`src/rtl/complete_arbiter_pkg.sv`:
```
// Shared types for the complete-stage arbiter.
// Holds the complete-bus payload and arbiter sizing constants.
package complete_arbiter_pkg;

  localparam int ARB_STARVE_LIMIT = 8;
  localparam int ARB_RR_W         = 4;
  localparam int ARB_WAIT_W       = 4;
  localparam int ROB_W            = 5;
  localparam int DATA_W           = 32;

  typedef struct packed {
    logic              ready;
    logic [ROB_W-1:0]  ROBNumber;
    logic [DATA_W-1:0] Result;
  } complete_stage_struct;

endpackage

```
`src/rtl/complete_arbiter_rr_pick2.sv`:
```
// Rotated two-hot priority picker.
// A starved requester claims slot 0, then round-robin order fills the rest.
module rr_pick2
  import complete_arbiter_pkg::*;
#(
  parameter int N = 3
) (
  input  logic [N-1:0]        req_i,
  input  logic [N-1:0]        starve_i,
  input  logic [ARB_RR_W-1:0] ptr_i,
  output logic                v0_o,
  output logic                v1_o,
  output logic [ARB_RR_W-1:0] idx0_o,
  output logic [ARB_RR_W-1:0] idx1_o
);

  logic                v0, v1;
  logic [ARB_RR_W-1:0] idx0, idx1;

  always_comb begin
    int j;
    j    = 0;
    v0   = 1'b0;
    v1   = 1'b0;
    idx0 = '0;
    idx1 = '0;
    for (int i = N - 1; i >= 0; i--) begin
      if (starve_i[i]) begin
        v0   = 1'b1;
        idx0 = ARB_RR_W'(i);
      end
    end
    for (int k = 0; k < N; k++) begin
      j = (int'(ptr_i) + k) % N;
      if (req_i[j] && !(v0 && idx0 == ARB_RR_W'(j))) begin
        if (!v0) begin
          v0   = 1'b1;
          idx0 = ARB_RR_W'(j);
        end else if (!v1) begin
          v1   = 1'b1;
          idx1 = ARB_RR_W'(j);
        end
      end
    end
  end

  assign v0_o   = v0;
  assign v1_o   = v1;
  assign idx0_o = idx0;
  assign idx1_o = idx1;

endmodule

```
`src/rtl/complete_arbiter.sv`:
```
// Complete-stage arbiter: up to two FU results per cycle onto the CDB.
// Round-robin with starvation override; all state lives here.
module complete_arbiter
  import complete_arbiter_pkg::*;
#(
  parameter int NUM_FU       = 3,
  parameter int NUM_CDB      = 2,
  parameter int STARVE_LIMIT = ARB_STARVE_LIMIT
) (
  input  logic                 i_clk,
  input  logic                 i_rst_n,
  input  complete_stage_struct i_fu_req [0:NUM_FU-1],
  output logic [0:NUM_FU-1]    o_fu_ack,
  input  logic                 i_stall,
  input  logic                 i_flush,
  output complete_stage_struct o_cdb [0:NUM_CDB-1],
  output logic                 o_dup_err
);

  localparam logic [ARB_WAIT_W-1:0] WAIT_MAX = '1;

  logic [ARB_RR_W-1:0]   rr_q, rr_d;
  logic [ARB_WAIT_W-1:0] wait_q [NUM_FU];
  logic [ARB_WAIT_W-1:0] wait_d [NUM_FU];
  complete_stage_struct  cdb_q [NUM_CDB];
  complete_stage_struct  cdb_d [NUM_CDB];
  logic                  dup_q, dup_d;

  logic [NUM_FU-1:0]     req, starve, gnt;
  logic                  v0, v1, go;
  logic [ARB_RR_W-1:0]   idx0, idx1;
  complete_stage_struct  s0, s1;

  function automatic logic [ARB_RR_W-1:0] nxt(
    input logic [ARB_RR_W-1:0] x
  );
    return (int'(x) == NUM_FU - 1) ? '0 : x + 1'b1;
  endfunction

  always_comb begin
    for (int i = 0; i < NUM_FU; i++) begin
      req[i]    = i_fu_req[i].ready;
      starve[i] = req[i] &&
                  (int'(wait_q[i]) >= STARVE_LIMIT);
    end
  end

  rr_pick2 #(
    .N(NUM_FU)
  ) u_pick (
    .req_i   (req),
    .starve_i(starve),
    .ptr_i   (rr_q),
    .v0_o    (v0),
    .v1_o    (v1),
    .idx0_o  (idx0),
    .idx1_o  (idx1)
  );

  // Acks are held off during reset so nothing is consumed before release.
  assign go = i_rst_n && !i_stall && !i_flush;

  always_comb begin
    s0 = '0;
    s1 = '0;
    for (int i = 0; i < NUM_FU; i++) begin
      gnt[i] = go &&
               ((v0 && idx0 == ARB_RR_W'(i)) ||
                (v1 && idx1 == ARB_RR_W'(i)));
      if (v0 && idx0 == ARB_RR_W'(i)) s0 = i_fu_req[i];
      if (v1 && idx1 == ARB_RR_W'(i)) s1 = i_fu_req[i];
    end
  end

  always_comb begin
    for (int i = 0; i < NUM_FU; i++) begin
      o_fu_ack[i] = gnt[i];
    end
  end

  always_comb begin
    rr_d  = rr_q;
    dup_d = dup_q;
    for (int i = 0; i < NUM_FU; i++) begin
      wait_d[i] = wait_q[i];
      if (i_flush || !req[i] || gnt[i]) begin
        wait_d[i] = '0;
      end else if (wait_q[i] != WAIT_MAX) begin
        wait_d[i] = wait_q[i] + 1'b1;
      end
    end
    for (int s = 0; s < NUM_CDB; s++) begin
      cdb_d[s] = cdb_q[s];
      if (i_flush) begin
        cdb_d[s] = '0;
      end else if (!i_stall) begin
        if (s == 0)      cdb_d[s] = s0;
        else if (s == 1) cdb_d[s] = s1;
        else             cdb_d[s] = '0;
      end
    end
    if (go) begin
      if (v1)      rr_d = nxt(idx1);
      else if (v0) rr_d = nxt(idx0);
      if (v0 && v1 && s0.ROBNumber == s1.ROBNumber) begin
        dup_d = 1'b1;
      end
    end
  end

  always_ff @(posedge i_clk or negedge i_rst_n) begin
    if (!i_rst_n) begin
      rr_q  <= '0;
      dup_q <= 1'b0;
      for (int i = 0; i < NUM_FU; i++) wait_q[i] <= '0;
      for (int s = 0; s < NUM_CDB; s++) cdb_q[s] <= '0;
    end else begin
      rr_q  <= rr_d;
      dup_q <= dup_d;
      for (int i = 0; i < NUM_FU; i++) wait_q[i] <= wait_d[i];
      for (int s = 0; s < NUM_CDB; s++) cdb_q[s] <= cdb_d[s];
    end
  end

  assign o_cdb     = cdb_q;
  assign o_dup_err = dup_q;

endmodule

```
`config.mk`:
```
export PLATFORM = sky130hd
export DESIGN_NAME = complete_arbiter
export DESIGN_NICKNAME = d
export VERILOG_FILES = /design/src/rtl/complete_arbiter_pkg.sv /design/src/rtl/complete_arbiter_rr_pick2.sv /design/src/rtl/complete_arbiter.sv
export SDC_FILE = /design/constraint.sdc
export NUM_CORES = 1
export LEC_CHECK = 0
export CAP_MARGIN = 10
export CORE_MARGIN = 2
export CORE_UTILIZATION = 50
export CTS_CLUSTER_DIAMETER = 80
export DETAILED_ROUTE_END_ITERATION = 8
export HOLD_SLACK_MARGIN = 0.06
export PLACE_DENSITY = 0.85
export SLEW_MARGIN = 15
export SYNTH_ARGS = -nofsm -noshare
export SYNTH_HDL_FRONTEND = slang
export SYNTH_HIERARCHICAL = 1
export SYNTH_SLANG_ARGS = --single-unit
```
`constraint.sdc`:
```
create_clock -name i_clk -period 18.8 [get_ports i_clk]
set_clock_uncertainty 0.15 [all_clocks]
set_input_delay 3.76 -clock i_clk [delete_from_list [all_inputs] [get_ports i_clk]]
set_output_delay 3.76 -clock i_clk [all_outputs]
set_load 0.005 [all_outputs]
```
Yosys cells after proc, flatten, opt, wreduce, memory -nomap -nowiden --
Index checks and enable logic that the tools add are counted.
Storage, ports and cells: word-level logic and storage cells 146, output and inout bits 80, bits in registers 93
Operators by class: equal/unequal tests 14, mux-type cells 58, order comparisons 6, reduce and logical (&&, ||, !) cells 47, add/subtract/negate cells 7, divide/modulo/power cells 3
Operators with widths (count):
- $mux 38 | 10
- $lt 32x4->1 const B | 3
- $mux 4 | 24
- $mod 32x3->32 const B | 2
- $mod 5x3->32 const B | 1
- $logic_and 1x1->1 | 22
- $add 4x1->4 const B | 5
- $mux 1 | 18
- $ge 4x4->1 const B | 3
- $ne 4x4->1 const B | 3
- $logic_or 1x1->1 | 9
- $eq 4x1->1 const B | 2
- $eq 4x2->1 const B | 2
- $eq 4x3->1 const B | 2
- $eq 4x4->1 | 2
- $logic_not 1->1 | 8
- $logic_not 4->1 | 2
- $reduce_bool 2->1 | 4
- $bmux 1 s2 | 3
- $mux 2 | 3
- $add 4x1->5 const B | 1
- $add 4x2->5 const B | 1
- $eq 5x5->1 | 1
- $eq 2x4->1 | 1
- 2 further kinds | 3

Depth between registers and ports, before layout --
Gate-level depths: netlist (run 1).
word-level depth 28, gate-level depth with buffers 33, gate-level depth less buffers 29

Hierarchy --
The synthesis (run 1) kept the hierarchy.
Modules (own cells, without submodules):
- complete_arbiter | times used 1, cells an instance 657, area an instance 5734.2 µm², seq. area each 2327.2 µm²
- rr_pick2 | times used 1, cells an instance 345, area an instance 2342.2 µm², seq. area each 0.0 µm²

Worst setup path after synthesis (run 1) --
Ideal clock, no wire load.
kind input -> output, start in i_fu_req[113] (netlist name), end out o_fu_ack[2] (netlist name), slack 8193 ps, buffers on the path 2, cell stages on the path 14, arrival 6697 ps, data required time 14890 ps, path through and2_1 > or3_1 > clkbuf_1 > o31ai_1 > nand2_1 > o311a_1 > xor2_1 > nor4_1 > or2_1 > o41ai_1 > buf_2 > or3_1 > nor2_4 > o21a_1
On the way: word-level cells in the longest chain between the ends 21, elaborated cells between the ends (all ways) 53, classes of those cells eq/ne: 5; mux: 34; reduce/logical: 14
Ends and longest elaborated chain:
- start: declaration | line complete_arbiter.sv:12 | input complete_stage_struct i_fu_req [0:NUM_FU-1],
- $logic_and 1x1->1 | line complete_arbiter.sv:43 | starve[i] = req[i] &&
- $mux 2 | line complete_arbiter_rr_pick2.sv:28 | if (starve_i[i]) begin
- $eq 2x4->1 | line complete_arbiter_rr_pick2.sv:35 | if (req_i[j] && !(v0 && idx0 == ARB_RR_W'(j))) begin
- $logic_and 1x1->1 | line complete_arbiter_rr_pick2.sv:35
- $logic_not 1->1 | line complete_arbiter_rr_pick2.sv:35
- $logic_and 1x1->1 | line complete_arbiter_rr_pick2.sv:35
- $mux 4 | line complete_arbiter_rr_pick2.sv:35
- $eq 4x4->1 | line complete_arbiter_rr_pick2.sv:35
- [... 6 more ...]
- $logic_not 1->1 | line complete_arbiter_rr_pick2.sv:35
- $logic_and 1x1->1 | line complete_arbiter_rr_pick2.sv:35
- $mux 4 (*) | line complete_arbiter_rr_pick2.sv:35
- named net idx1[0] | line complete_arbiter.sv:31 | logic [ARB_RR_W-1:0] idx0, idx1;
- $eq 4x2->1 (*) | line complete_arbiter.sv:69 | (v1 && idx1 == ARB_RR_W'(i)));
- $logic_and 1x1->1 (*) | line complete_arbiter.sv:69
- $logic_or 1x1->1 (*) | line complete_arbiter.sv:68 | ((v0 && idx0 == ARB_RR_W'(i)) ||
- $logic_and 1x1->1 (*) | line complete_arbiter.sv:67 | gnt[i] = go &&
- end: declaration | line complete_arbiter.sv:13 | output logic [0:NUM_FU-1] o_fu_ack,
The timed path passes the listed nets; every way through them passes the cells marked *. The select of a mux whose other input is x is not followed.

Worst setup path in the final report (run 1) --
start reg rr_q[1], end out o_fu_ack[2] (netlist name)
On the way: word-level cells in the longest chain between the ends 20, elaborated cells between the ends (all ways) 54, classes of those cells add/sub: 2; div: 3; eq/ne: 5; mux: 31; reduce/logical: 13
Ends and longest elaborated chain:
- start: declaration | line complete_arbiter.sv:22 | logic [ARB_RR_W-1:0] rr_q, rr_d;
- start signal: assignment | line complete_arbiter.sv:118 | rr_q <= rr_d;
- branches (longest 15 deep; another with $mod 32x3->32)
- $mux 4 (*) | line complete_arbiter_rr_pick2.sv:35
- named net idx1[1] | line complete_arbiter.sv:31
- $eq 4x2->1 (*) | line complete_arbiter.sv:69
- $logic_and 1x1->1 (*) | line complete_arbiter.sv:69
- $logic_or 1x1->1 (*) | line complete_arbiter.sv:68
- $logic_and 1x1->1 (*) | line complete_arbiter.sv:67
Mark *: on every way through the listed nets, which the timed path passes. The select of a mux whose other input is x is not followed.

==> results of run 1 <==
## final cells by class
cell class,instances,area [um^2]
tap,216,270.3
fill,1305,5453
clock buffer,10,239.0
timing repair buffer,210,2057
inverter,35,131.4
sequential,93,2327
clock inverter,6,70.07
multi-input combinational,801,5280
## routing by layer
layer | vias to the layer above | GRT usage (%) | wire (um)
li1 | 3932 | - | -
met4 | 0 | 13.64 | 1184
met5 | - | 0 | 0
met2 | 373 | 48.77 | 12280
met3 | 77 | 6.169 | 2056
met1 | 3965 | 40.74 | 10660
## state kept, by name, indices dropped and copies added, names as in the netlist
register / count
wait_q: 12
o_dup_err: 1
rr_q: 4
o_cdb: 76
## cell families after synthesis
| family | Yosys count | synth area share, % |
|---|---|---|
| AND/OR/NAND/NOR | 392 | 23.41 |
| AO/OA/AOI/OAI | 267 | 23.42 |
| buffers and inverters | 108 | 6.026 |
| multiplexers | 94 | 11.87 |
| flip-flops | 93 | 28.81 |
| adder cells (fa/ha/maj) | 25 | 3.873 |
| XOR/XNOR | 23 | 2.587 |
## critical path: cells and delay by family (launching register included)
| kind | cells | cell delay, ns |
|---|---|---|
| flip-flops | 1 | 0.78 |
| buffers and inverters | 2 | 0.91 |
| AO/OA/AOI/OAI | 11 | 3.30 |
| AND/OR/NAND/NOR | 10 | 2.31 |
| adder cells (fa/ha/maj) | 4 | 1.17 |
| XOR/XNOR | 2 | 0.42 |
## worst paths after layout
| path | start | to | slack [ns] | depth (start not counted) |
|---|---|---|---|---|
| hold reg to reg | o_dup_err$_DFFE_PN0P_ | o_dup_err$_DFFE_PN0P_ | 0.34 | 2 |
| setup / recovery | rr_q[1]$_DFFE_PN0P_ | o_fu_ack[2] | 5.60 | 29 |
| setup reg to reg | rr_q[1]$_DFFE_PN0P_ | wait_q[7]$_DFFE_PN0P_ | 9.47 | 29 |
| max in group asynchronous | i_rst_n | o_cdb[72]$_DFFE_PN0P_ | 14.17 | 2 |
| hold / removal | o_dup_err$_DFFE_PN0P_ | o_dup_err$_DFFE_PN0P_ | 0.34 | 2 |
| min in group asynchronous | i_rst_n | o_cdb[59]$_DFFE_PN0P_ | 3.23 | 1 |
## through the flow
stage                     setup WS, ns  utilization, %
after floorplan                  8.193               -
after detailed placement         6.108           63.60
after global routing             4.905           65.55
final                            5.600           65.55
after global placement           6.127           63.60
after CTS                        5.761           65.55
## layout by cell type (no fill, tap or decap), drive strengths merged, types with 5 or more instances in the layout
master / synthesis / final
o32ai: 5 / 5
xnor2: 17 / 17
o21a: 9 / 9
a211o: 6 / 6
o31ai: 5 / 5
nor2: 143 / 143
buf: 32 / 16
or3: 6 / 6
or3b: 5 / 5
o22ai: 8 / 8
a21boi: 5 / 5
o21ai: 55 / 55
clkdlybuf4s50: 0 / 194
nor2b: 24 / 24
nand2: 87 / 87
a211oi: 42 / 42
clkbuf: 41 / 10
inv: 34 / 35
nor3b: 8 / 8
o211ai: 5 / 5
and2: 9 / 9
nor3: 55 / 55
dfrtp: 93 / 93
a31oi: 9 / 9
mux2i: 89 / 89
ha: 25 / 25
nand2b: 9 / 9
or4: 5 / 5
xor2: 6 / 6
a21oi: 31 / 31
a22oi: 37 / 37
or2: 7 / 7
nand3: 15 / 15
a21o: 6 / 6
==> results.yml, run 1 <==
clock_network:
  clk_transition_reported_paths_ns: 0.07
  cts-root-to-sink-buffers: 2
  cts_post_setup_buffers_inserted: 0
  holdBufCountCts: 0
  cts-buffers-inserted: 9
  tritoncts_num_sinks: 93
  cts_tree: "built"
  clock_latency_ns: 0.35
  root_buffer: "sky130_fd_sc_hd__clkbuf_16"
  number_of_instances_resized_during_post_cts_repair: 0
  htree_levels: 3
setup_path:
  worst_setup_path_end_kind: "output pin"
  crit_slowest_cell: "sky130_fd_sc_hd__dfrtp_1"
  critical_path_required_ns: 14.89
  timing.critical_path.arrival_ns: 9.29
  crit_type: "flip-flop to output pin"
  crit_top_cell: "sky130_fd_sc_hd__ha_1"
  startpoint_type: "flip-flop"
  crit_fanout: 37
  critical_path.max_stage_delay_ns: 0.78
logic_synthesis:
  syn_nets: 1145
  synth.lib_cells_used.distinct: 92
  postSynth.topFlopCell: "sky130_fd_sc_hd__dfrtp_1"
  post_synth_main_area_contributors: "sky130_fd_sc_hd__dfrtp_1, sky130_fd_sc_hd__mux2i_1, sky130_fd_sc_hd__nor2_1, sky130_fd_sc_hd__nand2_1, sky130_fd_sc_hd__ha_1"
  synth_area_um2: 8076
  synthArstFlopShare_pct: 100.0
  ys_ff_latch: 93
  synth_cells: 1002
  total_number_of_yosys_warnings: 6
  proportion_of_synthesized_chip_area_in_sequential_cells_pct: 28.81
  synth_commonest_cells: "sky130_fd_sc_hd__nor2_1, sky130_fd_sc_hd__dfrtp_1, sky130_fd_sc_hd__mux2i_1"
  synth_most_common_cell: "sky130_fd_sc_hd__nor2_1"
  synth-edff-count: 0
  netlist.area_leader.share_pct: 28.81
  yosysTopAreaCell: "sky130_fd_sc_hd__dfrtp_1"
  syn-mean-instance-area_um2: 8.060
placement:
  count_of_input_and_output_buffers: 197
  post-place-cells: 1355
  gpl.final_weighted_congestion: 0.9725
  post-dp-hpwl_mm: 18.59
  post_dp_cell_area_um2: 10070
layout:
  insertedDiodeCount: 0
  flow.area_growth_from_synthesis_pct: 28.46
  drive_above_1_share_pct: 6.061
  nNetsFinal: 1293
  non_filler_instances: 1371
  postLayoutCellArea_um2: 10380
timing:
  slew_headroom_pct: 27.83
  timing.final.crit_share_pct: 70.21
  grt_setup_unrepaired: "no"
  achievable-frequency_mhz: 75.76
  totalNegativeSetupSlack_ns: 0
  post-route-min-period_ns: 13.20
  worst-slew-pin-transition_ns: 1.069
  setup_violations: 0
  fin_hold_ws_ns: 0.3433
  finalMaxSlewViolations: 0
  hold_viol: 0
drt:
  detail_route.vias_per_cell: 6.088
  routedWlPerCell_um: 19.10
  final_antenna_net_count: 0
  drc: 0
  vias: 8347
  totalWireLength_mm: 26.18
  dr.pass1.iters: 5
  drt-initial-drc-count: 638
job:
  max_cap_violations: 0
global_routing:
  number_of_global_route_vias_before_repair: 7890
  grt.overflow.total: 0
  grt_antenna_before_repair: 0
  grt_start_max_net_pins: 96
  grt_util_all_layers_pct: 30.72
  grt_first_pass_wirelength_mm: 41.50
worst_hold_path:
  worstHoldPathType: "flip-flop to flip-flop"
floorplan:
  design.portCount: 198
  core-area_um2: 15830
  rows: 46
  die-area_um2: 17190
  die_w_um: 131.1
  die_h_um: 131.1
  initial_utilization_pct: 51.03
run_status:
  run_status: "finished clean"
Power of run 1 is left out: the tool's default activity adds up to more than one toggle a clock period on the data nets, which glitch-free logic cannot reach.
==> inputs of run 2 (changes only) <==
==> constraint.sdc (replaced) <==
create_clock -name i_clk -period 13.7 [get_ports i_clk]
set_clock_uncertainty 0.15 [all_clocks]
set_input_delay 2.74 -clock i_clk [delete_from_list [all_inputs] [get_ports i_clk]]
set_output_delay 2.74 -clock i_clk [all_outputs]
set_load 0.005 [all_outputs]
==> run 2 against run 1 <==
  * Flip-flop and latch count stayed put
  * Hold slack barely moved
  * Core utilization stayed put
  * Via count grew 0.43%
  * Non-clock buffer count decreased by 1
  * Global-route usage decreased by 1.3 points
  * Critical path type unchanged
  * Sequential share of layout area unchanged
  * Final area unchanged
==> results.yml, run 2 (synthesis results as in run 1) <==
setup_path:
  crit_slowest_cell: "sky130_fd_sc_hd__dfrtp_1"
  timing.critical_path.arrival_ns: 9.14
  startpoint_type: "flip-flop"
  r2r_start: "rr_q[2]$_DFFE_PN0P_"
  endpoint: "o_fu_ack[2]"
  worst-r2r-setup-slack_ns: 4.46
  crit-reg2reg-capture: "wait_q[7]$_DFFE_PN0P_"
  worst_setup_path_end_kind: "output pin"
  critical_path.max_stage_delay_ns: 0.83
  crit_path_start: "rr_q[2]$_DFFE_PN0P_"
  crit_type: "flip-flop to output pin"
  timing.reg2reg.worst_path_depth: 29
  critical_path_required_ns: 10.81
  crit_fanout: 37
  crit_top_cell: "sky130_fd_sc_hd__ha_1"
timing:
  setup_violations: 0
  achievable-frequency_mhz: 83.13
  post-route-min-period_ns: 12.03
  finalMaxSlewViolations: 0
  worst-slew-pin-transition_ns: 1.109
  hold_viol: 0
  slew_headroom_pct: 25.10
  fin_hold_ws_ns: 0.3437
  totalNegativeSetupSlack_ns: 0
  grt_setup_unrepaired: "no"
  timing.final.crit_share_pct: 87.80
drt:
  drc: 0
  vias: 8383
  routedWlPerCell_um: 19.09
  final_antenna_net_count: 0
  detail_route.vias_per_cell: 6.110
  totalWireLength_mm: 26.19
  dr.pass1.iters: 5
  drt-initial-drc-count: 707
global_routing:
  grt_util_all_layers_pct: 29.46
  grt_antenna_before_repair: 1
  grt.overflow.total: 0
  grt_start_max_net_pins: 98
  grt_first_pass_wirelength_mm: 39.95
  number_of_global_route_vias_before_repair: 7691
layout:
  flow.area_growth_from_synthesis_pct: 28.46
  finalCoreUtilization_pct: 65.55
  final_cell_mix: "sky130_fd_sc_hd__clkdlybuf4s50_1, sky130_fd_sc_hd__nor2_1, sky130_fd_sc_hd__dfrtp_1"
  postLayoutCellArea_um2: 10380
  largest_register_ff_count: 76
  nNetsFinal: 1292
  mostFrequentLayoutCell: "sky130_fd_sc_hd__clkdlybuf4s50_1"
  num-fill-cells: 1313
  drive_above_1_share_pct: 5.893
clock_network:
  cts-buffers-inserted: 9
  number_of_instances_resized_during_post_cts_repair: 0
  clock_latency_ns: 0.35
  cts_post_setup_buffers_inserted: 0
  tritoncts_num_sinks: 93
  root_buffer: "sky130_fd_sc_hd__clkbuf_16"
  holdBufCountCts: 0
  htree_levels: 3
  cts-root-to-sink-buffers: 2
  clk_transition_reported_paths_ns: 0.07
  cts_tree: "built"
placement:
  post-dp-hpwl_mm: 18.51
  gpl.final_weighted_congestion: 0.9720
  count_of_input_and_output_buffers: 197
  post_dp_cell_area_um2: 10060
floorplan:
  die-area_um2: 17190
  initial_utilization_pct: 51.03
  core-area_um2: 15830
  design.portCount: 198
  rows: 46
  die_w_um: 131.1
  die_h_um: 131.1
job:
  max_cap_violations: 0
worst_hold_path:
  worstHoldPathType: "flip-flop to flip-flop"
run_status:
  run_status: "finished clean"
==> run 2: worst min-delay path by stage <==
| stage | endpoint | cells after the start | start |
|---|---|---|---|
| floorplan | o_dup_err$_DFFE_PN0P_ | 2 | o_dup_err$_DFFE_PN0P_ |
| global placement | o_dup_err$_DFFE_PN0P_ | 2 | o_dup_err$_DFFE_PN0P_ |
| detailed placement | o_dup_err$_DFFE_PN0P_ | 2 | o_dup_err$_DFFE_PN0P_ |
| CTS | o_dup_err$_DFFE_PN0P_ | 2 | o_dup_err$_DFFE_PN0P_ |
| global route | o_dup_err$_DFFE_PN0P_ | 2 | o_dup_err$_DFFE_PN0P_ |
| finish | o_dup_err$_DFFE_PN0P_ | 2 | o_dup_err$_DFFE_PN0P_ |
==> run 2: stage by stage <==
step / cells / setup slack [ns]
after floorplan: 1002 / 4.453
final: 1372 / 1.671
after global placement: 1354 / 2.345
after detailed placement: 1354 / 2.149
after CTS: 1370 / 1.757
after global routing: 1371 / 0.9431
==> run 2: final cells by class <==
type	instances	area (um^2)	area share, %
antenna	2	5.005	0.04824
inverter	35	131.4	1.266
clock inverter	4	55.05	0.5306
sequential	93	2327	22.43
multi-input combinational	801	5280	50.89
clock buffer	12	256.5	2.472
timing repair buffer	209	2049	19.75
tap	216	270.3	2.605
==> run 2: critical path: cells and delay by family (launching register included) <==
family	cells	cell delay, ns
AO/OA/AOI/OAI	11	3.20
AND/OR/NAND/NOR	10	2.21
adder cells (fa/ha/maj)	4	1.18
buffers and inverters	2	0.90
flip-flops	1	0.83
XOR/XNOR	2	0.41
==> run 2: routing by layer <==
layer  share of wire (%)  vias to the layer above  routed length (um)  GRT usage (%)
li1                    -                     3927                   -              -
met1                  41                     4003               10710          38.49
met2                  48                      394               12560          48.03
met3                 7.9                       59                2058          6.534
met4                 3.3                        0                 869          10.95
met5                   0                        -                   0              0
Power of run 2 is left out for the same reason.
==> inputs of run 3 (changes only) <==
--- a/config.mk
+++ b/config.mk
@@ -7,11 +7,12 @@
 export LEC_CHECK = 0
 export CAP_MARGIN = 10
 export CORE_MARGIN = 2
-export CORE_UTILIZATION = 50
+export CORE_UTILIZATION = 25
 export CTS_CLUSTER_DIAMETER = 80
 export DETAILED_ROUTE_END_ITERATION = 8
 export HOLD_SLACK_MARGIN = 0.06
-export PLACE_DENSITY = 0.85
+export PLACE_DENSITY = 0.5
+export RECOVER_POWER = 25
 export SLEW_MARGIN = 15
 export SYNTH_ARGS = -nofsm -noshare
 export SYNTH_HDL_FRONTEND = slang
==> run 3 against run 2 <==
  * Critical path depth is 1 lower
  * Core utilization fell by 32 points
  * Sequential share of layout area decreased by 0.59 points
  * The run now ends with capacitance limit, slew limit left
  * Cell count rose by 14%
  * Die area increased by 96%
  * Register-to-register slack worse by 0.25 ns
  * Hold slack worse by 0.031 ns
==> results.yml, run 3 (synthesis results as in run 1) <==
drt:
  drt-initial-drc-count: 406
  vias: 8087
  totalWireLength_mm: 29.54
  detail_route.vias_per_cell: 5.191
  final_antenna_net_count: 0
  drc: 0
  dr.pass1.iters: 5
  routedWlPerCell_um: 18.96
clock_network:
  htree_levels: 3
  clk_transition_reported_paths_ns: 0.07
  cts-buffers-inserted: 9
  cts-root-to-sink-buffers: 2
  cts_post_setup_buffers_inserted: 0
  holdBufCountCts: 0
  clock_latency_ns: 0.36
  number_of_instances_resized_during_post_cts_repair: 0
  tritoncts_num_sinks: 93
  cts_tree: "built"
  root_buffer: "sky130_fd_sc_hd__clkbuf_16"
placement:
  pre_cts_ws_ns: 1.963
  gpl.final_weighted_congestion: 0.8573
  post-dp-hpwl_mm: 21.00
  post-place-cells: 1540
  count_of_input_and_output_buffers: 197
timing:
  worst-slew-pin-transition_ns: 3.398
  finalMaxSlewViolations: 97
  setup_violations: 0
  hold_viol: 0
  totalNegativeSetupSlack_ns: 0
  slew_headroom_pct: -126.6
  post-route-min-period_ns: 12.24
  final_critical_path_setup_slack_ns: 1.456
  fin_hold_ws_ns: 0.3122
  achievable-frequency_mhz: 81.67
  grt_setup_unrepaired: "no"
  timing.final.crit_share_pct: 89.37
global_routing:
  grt_first_pass_wirelength_mm: 45.72
  grt_util_all_layers_pct: 17.26
  grt_antenna_before_repair: 1
  grt_start_max_net_pins: 83
  grt.overflow.total: 0
  number_of_global_route_vias_before_repair: 8070
floorplan:
  die_h_um: 183.7
  initial_utilization_pct: 25.46
  design.portCount: 198
  rows: 65
  core-area_um2: 31720
  die_w_um: 183.7
  die-area_um2: 33760
run_status:
  violations: "capacitance limit, slew limit"
  run_status: "finished, violations left"
layout:
  num-fill-cells: 3323
  nNetsFinal: 1292
  flow.area_growth_from_synthesis_pct: 31.93
  non_filler_instances: 1558
  drive_above_1_share_pct: 5.806
  mostFrequentLayoutCell: "sky130_fd_sc_hd__clkdlybuf4s50_1"
  largest_register_ff_count: 76
  final_cell_mix: "sky130_fd_sc_hd__clkdlybuf4s50_1, sky130_fd_sc_hd__nor2_1, sky130_fd_sc_hd__dfrtp_1"
job:
  max_cap_violations: 2
setup_path:
  crit_slowest_cell: "sky130_fd_sc_hd__dfrtp_1"
  startpoint_type: "flip-flop"
  timing.critical_path.arrival_ns: 9.35
  critical_path_required_ns: 10.81
  crit_type: "flip-flop to output pin"
  critical_path.max_stage_delay_ns: 0.86
  worst_setup_path_end_kind: "output pin"
  crit_fanout: 38
  crit_top_cell: "sky130_fd_sc_hd__ha_1"
worst_hold_path:
  worstHoldPathType: "flip-flop to flip-flop"
-- run 3: critical path: cells and delay by family (launching register included) --
kind / cells / cell delay (ns)
adder cells (fa/ha/maj): 4 / 1.18
AO/OA/AOI/OAI: 11 / 3.27
AND/OR/NAND/NOR: 10 / 2.79
buffers and inverters: 1 / 0.45
XOR/XNOR: 2 / 0.42
flip-flops: 1 / 0.86
-- run 3: routing by layer --
| metal | up-vias | wire, um | track usage [%] |
|---|---|---|---|
| li1 | 3929 | - | - |
| met1 | 3923 | 12730 | 20.89 |
| met2 | 208 | 14240 | 29.54 |
| met3 | 27 | 2081 | 5.349 |
| met4 | 0 | 488 | 4.672 |
| met5 | - | 0 | 0 |
-- run 3: final cells by class --
type	count	area (um^2)	area share [%]
Clock inverter	5	106.4	0.9981
Tap cell	402	503.0	4.721
Timing Repair Buffer	209	2044	19.19
Inverter	35	131.4	1.233
Clock buffer	11	252.7	2.372
Antenna cell	2	5.005	0.04697
Multi-Input combinational cell	801	5285	49.60
Sequential cell	93	2327	21.84
-- run 3: worst paths after layout --
path	from	endpoint	slack, ns	depth (start not counted)
min in group asynchronous	i_rst_n	o_cdb[56]$_DFFE_PN0P_	2.86	1
max reg2reg	rr_q[2]$_DFFE_PN0P_	wait_q[7]$_DFFE_PN0P_	4.21	29
min reg2reg	o_dup_err$_DFFE_PN0P_	o_dup_err$_DFFE_PN0P_	0.31	2
max	rr_q[2]$_DFFE_PN0P_	o_fu_ack[1]	1.46	28
max in group asynchronous	i_rst_n	o_cdb[24]$_DFFE_PN0P_	6.43	2
min	o_dup_err$_DFFE_PN0P_	o_dup_err$_DFFE_PN0P_	0.31	2
-- run 3: metrics by stage --
step                      utilization [%]  cell area, um^2
after floorplan                         -             8077
after global placement              32.47            10300
after detailed placement            32.47            10300
after CTS                           33.60            10660
after global routing                33.59            10650
final                               33.59            10660
Power of run 3 is left out for the same reason.
